File: config.mk
export PLATFORM = sky130hd
export DESIGN_NAME = adder_seq_ctrl
export DESIGN_NICKNAME = d
export VERILOG_FILES = /design/src/rtl/adder_seq_pkg.sv /design/src/rtl/adder_op_fifo.sv /design/src/rtl/adder_seq_ctrl.sv
export SDC_FILE = /design/constraint.sdc
export NUM_CORES = 1
export LEC_CHECK = 0
export BUFFER_PORTS_ARGS = -buffer_cell sky130_fd_sc_hd__clkbuf_2
export CAP_MARGIN = 5
export CORE_UTILIZATION = 40
export DETAILED_ROUTE_END_ITERATION = 8
export SYNTH_ARGS = -nofsm -noshare
export SYNTH_HDL_FRONTEND = slang
export SYNTH_HIERARCHICAL = 1
export SYNTH_SLANG_ARGS = --single-unit
File: constraint.sdc
create_clock -name clk -period 3.03 [get_ports clk]
set_clock_uncertainty 0.05 [all_clocks]
set_input_delay 0.606 -clock clk [delete_from_list [all_inputs] [get_ports clk]]
set_output_delay 0.606 -clock clk [all_outputs]
set_load 0.02 [all_outputs]
File: src/rtl/adder_seq_pkg.sv
// adder_seq_pkg: shared types and constants for the adder core sequencer.
// Provides the sequencer state enum, the operand-pair record stored in the
// FIFO, the data width and the counter-width helper.
package adder_seq_pkg;

    localparam int DATA_W          = 32;
    localparam int CORE_CYCLES_DEF = 12;

    // The counter must be able to hold CORE_CYCLES.
    function automatic int cnt_width(input int cycles);
        return $clog2(cycles + 1);
    endfunction

    localparam int CNT_W = $clog2(CORE_CYCLES_DEF + 1);

    typedef enum logic [1:0] {
        IDLE   = 2'd0,
        RUN    = 2'd1,
        SAMPLE = 2'd2,
        HOLD   = 2'd3
    } state_t;

    typedef struct packed {
        logic [DATA_W-1:0] a;
        logic [DATA_W-1:0] b;
    } op_pair_t;

endpackage

File: src/rtl/adder_op_fifo.sv
// adder_op_fifo: synchronous FIFO holding queued operand pairs.
// Latency: a pushed entry is visible at the head one cycle after the push edge.
// Backpressure: full is low only when space is free; pushes while full and pops while empty are ignored.
// Ports: clk/rst (sync, active-high); push/wdata/full (write side); pop/rdata/empty (read side,
// rdata is the current head and is valid whenever empty is low).
module adder_op_fifo #(
    parameter int WIDTH = 64,
    parameter int DEPTH = 2
) (
    input  logic             clk,
    input  logic             rst,
    input  logic             push,
    input  logic [WIDTH-1:0] wdata,
    output logic             full,
    input  logic             pop,
    output logic [WIDTH-1:0] rdata,
    output logic             empty
);

    localparam int AW = $clog2(DEPTH);

    logic [WIDTH-1:0] mem [DEPTH];
    logic [AW-1:0]    wr_ptr;
    logic [AW-1:0]    rd_ptr;
    logic [AW:0]      count;
    logic             do_push;
    logic             do_pop;

    assign do_push = push && !full;
    assign do_pop  = pop && !empty;

    // Pointers wrap naturally because DEPTH is a power of two.
    always_ff @(posedge clk) begin
        if (rst) begin
            wr_ptr <= '0;
            rd_ptr <= '0;
            count  <= '0;
        end else begin
            if (do_push) begin
                wr_ptr <= wr_ptr + 1'b1;
            end
            if (do_pop) begin
                rd_ptr <= rd_ptr + 1'b1;
            end
            case ({do_push, do_pop})
                2'b10:   count <= count + 1'b1;
                2'b01:   count <= count - 1'b1;
                default: count <= count;
            endcase
        end
    end

    always_ff @(posedge clk) begin
        if (do_push) begin
            mem[wr_ptr] <= wdata;
        end
    end

    assign rdata = mem[rd_ptr];
    assign full  = (count == (AW + 1)'(DEPTH));
    assign empty = (count == '0);

endmodule

File: src/rtl/adder_seq_ctrl.sv
// adder_seq_ctrl: sequencer feeding operand pairs to the byte-serial 32-bit adder core.
// Latency: with an empty FIFO, m_valid rises CORE_CYCLES+2 edges after the s handshake edge.
// Backpressure: m_ready low parks the result in HOLD; the FIFO keeps accepting until full (s_ready low).
// Ports: clk/rst (sync, active-high); s_valid/s_ready/s_op_a/s_op_b operand input;
// m_valid/m_ready/m_sum/m_carry/m_sovf result output; busy; core_en/core_in1/core_in2 drive
// the core, core_out/core_ovf are its sum and carry-out.
module adder_seq_ctrl
    import adder_seq_pkg::*;
#(
    parameter int FIFO_DEPTH  = 2,
    parameter int CORE_CYCLES = 12
) (
    input  logic              clk,
    input  logic              rst,
    input  logic              s_valid,
    output logic              s_ready,
    input  logic [DATA_W-1:0] s_op_a,
    input  logic [DATA_W-1:0] s_op_b,
    output logic              m_valid,
    input  logic              m_ready,
    output logic [DATA_W-1:0] m_sum,
    output logic              m_carry,
    output logic              m_sovf,
    output logic              busy,
    output logic              core_en,
    output logic [DATA_W-1:0] core_in1,
    output logic [DATA_W-1:0] core_in2,
    input  logic [DATA_W-1:0] core_out,
    input  logic              core_ovf
);

    // The core rotates through four byte stages; enabling it for a whole number
    // of rotations (at least three) leaves it back at stage 0 with a settled result.
    if ((CORE_CYCLES % 4) != 0 || CORE_CYCLES < 12) begin : g_bad_core_cycles
        $error("adder_seq_ctrl: CORE_CYCLES must be a multiple of 4 and at least 12");
    end
    if (FIFO_DEPTH < 2 || (FIFO_DEPTH & (FIFO_DEPTH - 1)) != 0) begin : g_bad_fifo_depth
        $error("adder_seq_ctrl: FIFO_DEPTH must be a power of two and at least 2");
    end

    localparam int            CW       = cnt_width(CORE_CYCLES);
    localparam logic [CW-1:0] CNT_LAST = CW'(CORE_CYCLES - 1);

    state_t        state;
    state_t        state_nxt;
    logic [CW-1:0] cnt;
    op_pair_t      op;
    op_pair_t      head;
    op_pair_t      wr_pair;
    logic          fifo_full;
    logic          fifo_empty;
    logic          pop;

    assign wr_pair.a = s_op_a;
    assign wr_pair.b = s_op_b;

    adder_op_fifo #(
        .WIDTH ($bits(op_pair_t)),
        .DEPTH (FIFO_DEPTH)
    ) u_fifo (
        .clk   (clk),
        .rst   (rst),
        .push  (s_valid),
        .wdata (wr_pair),
        .full  (fifo_full),
        .pop   (pop),
        .rdata (head),
        .empty (fifo_empty)
    );

    assign s_ready  = !fifo_full;
    assign core_in1 = op.a;
    assign core_in2 = op.b;

    // State register
    always_ff @(posedge clk) begin
        if (rst) begin
            state <= IDLE;
        end else begin
            state <= state_nxt;
        end
    end

    // Next-state logic
    always_comb begin
        state_nxt = state;
        case (state)
            IDLE:    if (!fifo_empty)     state_nxt = RUN;
            RUN:     if (cnt == CNT_LAST) state_nxt = SAMPLE;
            SAMPLE:                       state_nxt = HOLD;
            HOLD:    if (m_ready)         state_nxt = IDLE;
            default:                      state_nxt = IDLE;
        endcase
    end

    // State-decoded outputs
    always_comb begin
        core_en = 1'b0;
        pop     = 1'b0;
        busy    = !fifo_empty;
        case (state)
            IDLE:    pop     = !fifo_empty;
            RUN: begin
                core_en = 1'b1;
                busy    = 1'b1;
            end
            default: busy    = 1'b1;
        endcase
    end

    // Operand latch, run counter and result registers. The operands stay
    // latched from the pop until the next pop so core_in1/2 are steady in RUN.
    always_ff @(posedge clk) begin
        if (rst) begin
            cnt     <= '0;
            op      <= '0;
            m_valid <= 1'b0;
            m_sum   <= '0;
            m_carry <= 1'b0;
            m_sovf  <= 1'b0;
        end else begin
            case (state)
                IDLE: begin
                    if (!fifo_empty) begin
                        op  <= head;
                        cnt <= '0;
                    end
                end
                RUN: cnt <= cnt + 1'b1;
                SAMPLE: begin
                    m_sum   <= core_out;
                    m_carry <= core_ovf;
                    // Signed overflow: like-signed operands producing an opposite-signed sum.
                    m_sovf  <= (op.a[DATA_W-1] == op.b[DATA_W-1]) &&
                               (core_out[DATA_W-1] != op.a[DATA_W-1]);
                    m_valid <= 1'b1;
                end
                HOLD: begin
                    if (m_ready) begin
                        m_valid <= 1'b0;
                    end
                end
                default: m_valid <= 1'b0;
            endcase
        end
    end

endmodule

==> results of run 1 <==
## routing by layer
| metal | track usage [%] | vias to the layer above | part of all wire [%] |
|---|---|---|---|
| met2 | 25.6 | 161 | 46 |
| met1 | 21.5 | 2601 | 46 |
| met5 | 0 | - | 0 |
| met4 | 3.30 | 0 | 1.3 |
| met3 | 3.59 | 24 | 6.8 |
| li1 | - | 2729 | - |
## state kept, by name, indices dropped and copies added, names as in the netlist, 2 cells and up, named ones only
register,flops
core_in1,32
u_fifo/count,2
u_fifo/mem,128
state,2
m_sum,32
cnt,4
core_in2,32
## per-stage QoR
stage | hold WS (ns) | instance area (µm²) | power (mW) | cells | util (%)
floorplan | 0.402 | 8610 | 6.85 | 664 | -
detailed placement | 0.396 | 9930 | 7.87 | 1113 | 47.1
global placement | 0.393 | 9930 | 7.84 | 1113 | 47.1
finish | 0.233 | 10700 | 10.7 | 1159 | 50.9
global route | 0.208 | 10700 | 11.4 | 1159 | 50.9
CTS | 0.207 | 10700 | 10.9 | 1159 | 50.9
## worst min path at each step
| stage | to | start |
|---|---|---|
| 2_1_floorplan | u_fifo/wr_ptr$_SDFFE_PP0P_ | u_fifo/wr_ptr$_SDFFE_PP0P_ |
| 3_3_place_gp | core_in2[22]$_SDFFE_PP0P_ | core_in2[22]$_SDFFE_PP0P_ |
| 3_5_place_dp | core_in1[18]$_SDFFE_PP0P_ | core_in1[18]$_SDFFE_PP0P_ |
| 4_1_cts | u_fifo/mem[0][17]$_DFFE_PP_ | s_op_b[17] |
| 5_1_grt | u_fifo/mem[0][17]$_DFFE_PP_ | s_op_b[17] |
| 6_report | u_fifo/mem[1][38]$_DFFE_PP_ | s_op_a[6] |
## power by group through the flow
stage	sequential (mW)	combinational, mW	clock (mW)
6_report	4.56	3.18	2.98
5_1_grt	4.66	3.54	3.20
4_1_cts	4.58	3.24	3.08
3_5_place_dp	4.64	3.23	0
3_3_place_gp	4.63	3.22	0
2_1_floorplan	4.98	1.88	0
## layout by cell type (no fill, tap or decap), types with 2 or more instances in the layout
cell,Yosys,final
a211oi_1,2,2
a21oi_1,71,71
buf_12,0,4
buf_4,0,6
bufinv_16,0,3
clkbuf_1,11,5
clkbuf_16,0,25
clkbuf_2,0,201
clkinv_1,0,3
clkinv_2,0,8
dfxtp_1,110,109
edfxtp_1,128,128
ha_1,7,6
inv_1,7,5
inv_2,1,3
mux2_2,65,65
mux2i_1,34,34
nand2_1,134,134
nand2b_2,1,2
nand3b_1,2,2
nor2_1,46,46
nor2b_1,2,2
o21ai_0,4,4
or3_1,2,2
xnor2_1,2,2
## cell type report
class / count / area share [%]
repair buffers: 211 / 10.5
multi-input cells: 381 / 22.1
clock inverters: 15 / 1.40
clock buffers: 31 / 6.13
inverters: 8 / 0.280
well taps: 275 / 3.21
flip-flops and latches: 238 / 56.4
## logic make-up (layout without fill, tap and decap cells)
kind of cell | count (synthesis) | in the layout | share of synthesized area, %
compound gates | 81 | 81 | 4.93
simple gates | 191 | 191 | 8.74
buf+inv | 45 | 265 | 2.33
xor+xnor | 3 | 3 | 0.305
flops | 238 | 238 | 70.2
mux | 99 | 99 | 12.5
fa+ha+maj | 7 | 7 | 1.02
## worst register-to-register path: cells and delay by family (launching register included)
kind          cells  cell delay, ns
simple gates      2            0.51
flops             1            0.40
buf+inv           3            0.67
==> metrics.cfg, run 1 <==
[run_status]
status=finished clean

[synth]
synthesis.nets=772
yosysTopAreaCell=edfxtp_1
synth_edf_count=128
ys_top_cells_by_count=134 x nand2_1, 128 x edfxtp_1, 110 x dfxtp_1
seq_area_frac_synth_pct=70.2
synth_area_um2=8610
ys_ff_latch=238
ys_warn_count=6
async_flop_share_pct=0
synth_cells=664
yosys.area.top_type_share_pct=44.7
synthFlopType=edfxtp_1
avgSynthCellArea_um2=13.0
yosysMostFrequentCell=nand2_1
synth_cell_types=29
synth.area.top_cells=edfxtp_1 45%, dfxtp_1 26%, mux2_2 8.5%

[cts]
post_cts_resize_count=0
clk_latency_ns=0.51
cts_tree=done
clock_path_buffers=3
clk_pin_slew_ns=0.06
ctsHoldBuffers=0
htreeDepth=1
cts-root-buf=clkbuf_16
cts.sinks=238
cts_setup_buffers=0
cts-buffers-inserted=25

[power]
p_leak_nw=4.18
p_int_mw=7.14
power.share.switching_pct=33.4
peakVddDrop_mv=0.574
p_clk_share_pct=27.8
p_per_area_nw_per_um2=999
p_seq_share_pct=42.5
p_switching_mw=3.59
combPwrFrac_pct=29.7

[setup_path]
start_kind=flip-flop
setup.worst_path.end=busy
crit_cells=4
critPathMaxFanout=5
worst_setup_path_end_kind=output pin
r2r_slack_ns=1.07
crit_type=flip-flop to output pin
r2r-end=u_fifo/mem[0][3]$_DFFE_PP_
critPathTopFamily=flip-flops
ff2ff_path_depth=5
startpoint=state[0]$_SDFFE_PP0P_
required_ns=2.37
max_stage_delay_ns=0.38
regToRegStartpoint=u_fifo/count[0]$_SDFFE_PP0P_
path_buf_inv=2
critPathArrivalTime_ns=1.63
crit_slowest_cell=dfxtp_1
critical_path.cell_chain=inv_1, ha_1, nand2_1, clkbuf_2

[cells_and_area]
nets=973
area_growth_pct=24.7
regArea_um2=6050
fillers=1926
n_antenna_cell=0
drive_gt1_share_pct=36.5
multi_input_area_um2=2370

[timing]
hold_violations=0
rsz0062_at_grt=false
fin_tns_setup_ns=0
slew_viol_final=0
min_period_ns=2.28
maxSlewHeadroom_pct=39.3
period_share_pct=75.4
worst_slack_ns=0.747
fmax_mhz=438
worst_slew_pin_slew_ns=0.910
setup_viol=0

[floorplan]
core_um2=21100
io_pins=203
die_x_um=149
core.rowCount=53
dieArea_um2=22100
die_h_um=149
initial_utilization_pct=40.8

[drt]
antenna_left=0
wl_per_cell_um=15.1
firstDrtPassIters=5
vias_per_cell=4.76
drt_iter0_markers=240
via_count=5515
drc=0
wirelength_mm=17.4

[global_route]
grt_pass1_wl_mm=27.8
grt_pass1_vias=5460
grt_start_max_net_pins=65
gr-total-overflow=0
antenna_found_initial=0
grt_usage_pct=15.7

[placement]
routabilityCongestion=0.722
pre_cts_ws_ns=0.883
hpwl_mm=11.0
io_buffer_count=202

[job]
maxCapViolations=0

[hold_path]
min_path_cells=1
hold_class=input pin to flip-flop

Power figures use the tool's default switching activity.
==> inputs of run 2 (changes only) <==
==> constraint.sdc (replaced) <==
create_clock -name clk -period 2.2 [get_ports clk]
set_clock_uncertainty 0.05 [all_clocks]
set_input_delay 0.44 -clock clk [delete_from_list [all_inputs] [get_ports clk]]
set_output_delay 0.44 -clock clk [all_outputs]
set_load 0.02 [all_outputs]
==> metrics.cfg, run 2 (same netlist as run 1, synthesis figures left out) <==
[setup_path]
required_ns=1.71  ; -0.66 ns
critPathMaxFanout=5  ; unchanged
worst_setup_path_end_kind=output pin
regToRegStartpoint=state[0]$_SDFFE_PP0P_
startpoint=state[0]$_SDFFE_PP0P_
r2r_slack_ns=0.28  ; -0.79 ns
start_kind=flip-flop
critPathArrivalTime_ns=1.57  ; -0.06 ns
crit_type=flip-flop to output pin

[power]
p_per_area_nw_per_um2=1360  ; +37%
peakVddDrop_mv=0.630  ; +9.8%
p_leak_nw=4.20  ; +0.43%

[cts]
cts_tree=done
clk_pin_slew_ns=0.06  ; about the same
post_cts_resize_count=0  ; unchanged
cts-root-buf=clkbuf_16
clock_path_buffers=3  ; unchanged
cts_setup_buffers=0  ; unchanged
clk_latency_ns=0.51  ; about the same
cts.sinks=238  ; unchanged
cts-buffers-inserted=25  ; unchanged
htreeDepth=1  ; unchanged
ctsHoldBuffers=0  ; unchanged

[global_route]
grt_start_max_net_pins=73  ; +12%
gr-total-overflow=0  ; unchanged
antenna_found_initial=0  ; unchanged
grt_usage_pct=15.8  ; about the same
grt_pass1_vias=5428  ; -0.59%
grt_pass1_wl_mm=27.5  ; -0.89%

[cells_and_area]
largest_reg_flops=128  ; unchanged
nets=977  ; +0.41%
n_antenna_cell=0  ; unchanged
area_growth_pct=25.6
final_cell_mix=201 x clkbuf_2, 133 x nand2_1, 128 x edfxtp_1, 109 x dfxtp_1, 71 x a21oi_1
stdcell_area_um2=10800  ; +0.69%
layoutNonFillerInstCount=1162  ; +0.26%
mostFrequentLayoutCell=clkbuf_2
fillers=1909  ; -0.88%
drive_gt1_share_pct=36.8  ; +0.21 points
largest-register=u_fifo/mem

[placement]
routabilityCongestion=0.714  ; -1.2%
numPlacedInstances=1117  ; +0.36%
pre_cts_ws_ns=0.295  ; -0.588 ns
hpwl_mm=10.9  ; -0.48%
dpl_cell_area_um2=10000  ; +0.97%
io_buffer_count=202  ; unchanged

[drt]
drc=0  ; unchanged
firstDrtPassIters=4  ; -1
drt_iter0_markers=182  ; -24%
vias_per_cell=4.75  ; about the same
antenna_left=0  ; unchanged
wl_per_cell_um=15.0  ; -0.10%
wirelength_mm=17.5  ; +0.15%
via_count=5525  ; +0.18%

[timing]
setup_viol=0  ; unchanged
worst_slew_pin_slew_ns=0.768  ; -0.142 ns
min_period_ns=2.06
period_share_pct=93.6
rsz0062_at_grt=false
hold_violations=0  ; unchanged
maxSlewHeadroom_pct=48.8  ; +9.5 points
slew_viol_final=0  ; unchanged
worst_slack_ns=0.141  ; -0.605 ns
fin_tns_setup_ns=0  ; unchanged
fmax_mhz=486

[hold_path]
min_from=s_op_a[13]
hold_class=input pin to flip-flop

[floorplan]
core.rowCount=53  ; unchanged
io_pins=203  ; unchanged
dieArea_um2=22100  ; unchanged
die_x_um=149  ; unchanged
initial_utilization_pct=40.8  ; unchanged
die_h_um=149  ; unchanged
core_um2=21100  ; unchanged

[run_status]
status=finished clean

[job]
maxCapViolations=0  ; unchanged

-- run 2: final timing paths --
check                                 endpoint  cells past startpoint
hold reg to reg      core_in2[22]$_SDFFE_PP0P_                      2
hold / removal     u_fifo/mem[0][45]$_DFFE_PP_                      1
setup / recovery                          busy                      4
setup reg to reg  u_fifo/count[1]$_SDFFE_PP0P_                      8
-- run 2: critical path: stages, from the launching register on --
cell and delay, ns:
dfxtp_1 0.38, inv_1 0.10, ha_1 0.27, nand2_2 0.13, clkbuf_2 0.19
-- run 2: layout make-up --
cell class | instances | area (µm²) | area share, %
well taps | 275 | 344 | 3.18
inverters | 8 | 33.8 | 0.313
flip-flops and latches | 238 | 6050 | 56.0
clock buffers | 38 | 724 | 6.70
multi-input cells | 381 | 2370 | 22.0
clock inverters | 7 | 58.8 | 0.544
repair buffers | 215 | 1220 | 11.3
-- run 2: per-layer routing --
metal  up-vias  share of wire (%)  routed length, µm  global-route usage, %
met5         -                  0                  0                      0
li1       2721                  -                  -                      -
met2       173                 47               8150                   25.9
met4         0                1.9                336                   4.43
met3        31                7.5               1310                   4.02
met1      2600                 44               7680                   20.5
-- run 2: stage by stage --
step	total power, mW	hold WS (ns)	utilization [%]
floorplan	9.43	0.401	-
global placement	10.9	0.391	47.5
detailed placement	11.0	0.396	47.5
CTS	15.0	0.0489	51.2
global route	15.7	0.0457	51.3
finish	14.7	0.0721	51.3
-- run 2: report_power, final --
group	switching [mW]	internal [mW]	leakage (nW)
Sequential	0.439	5.69	2.09
Clock	1.60	2.37	0.389
Combinational	2.90	1.74	1.72
Total	4.94	9.80	4.20
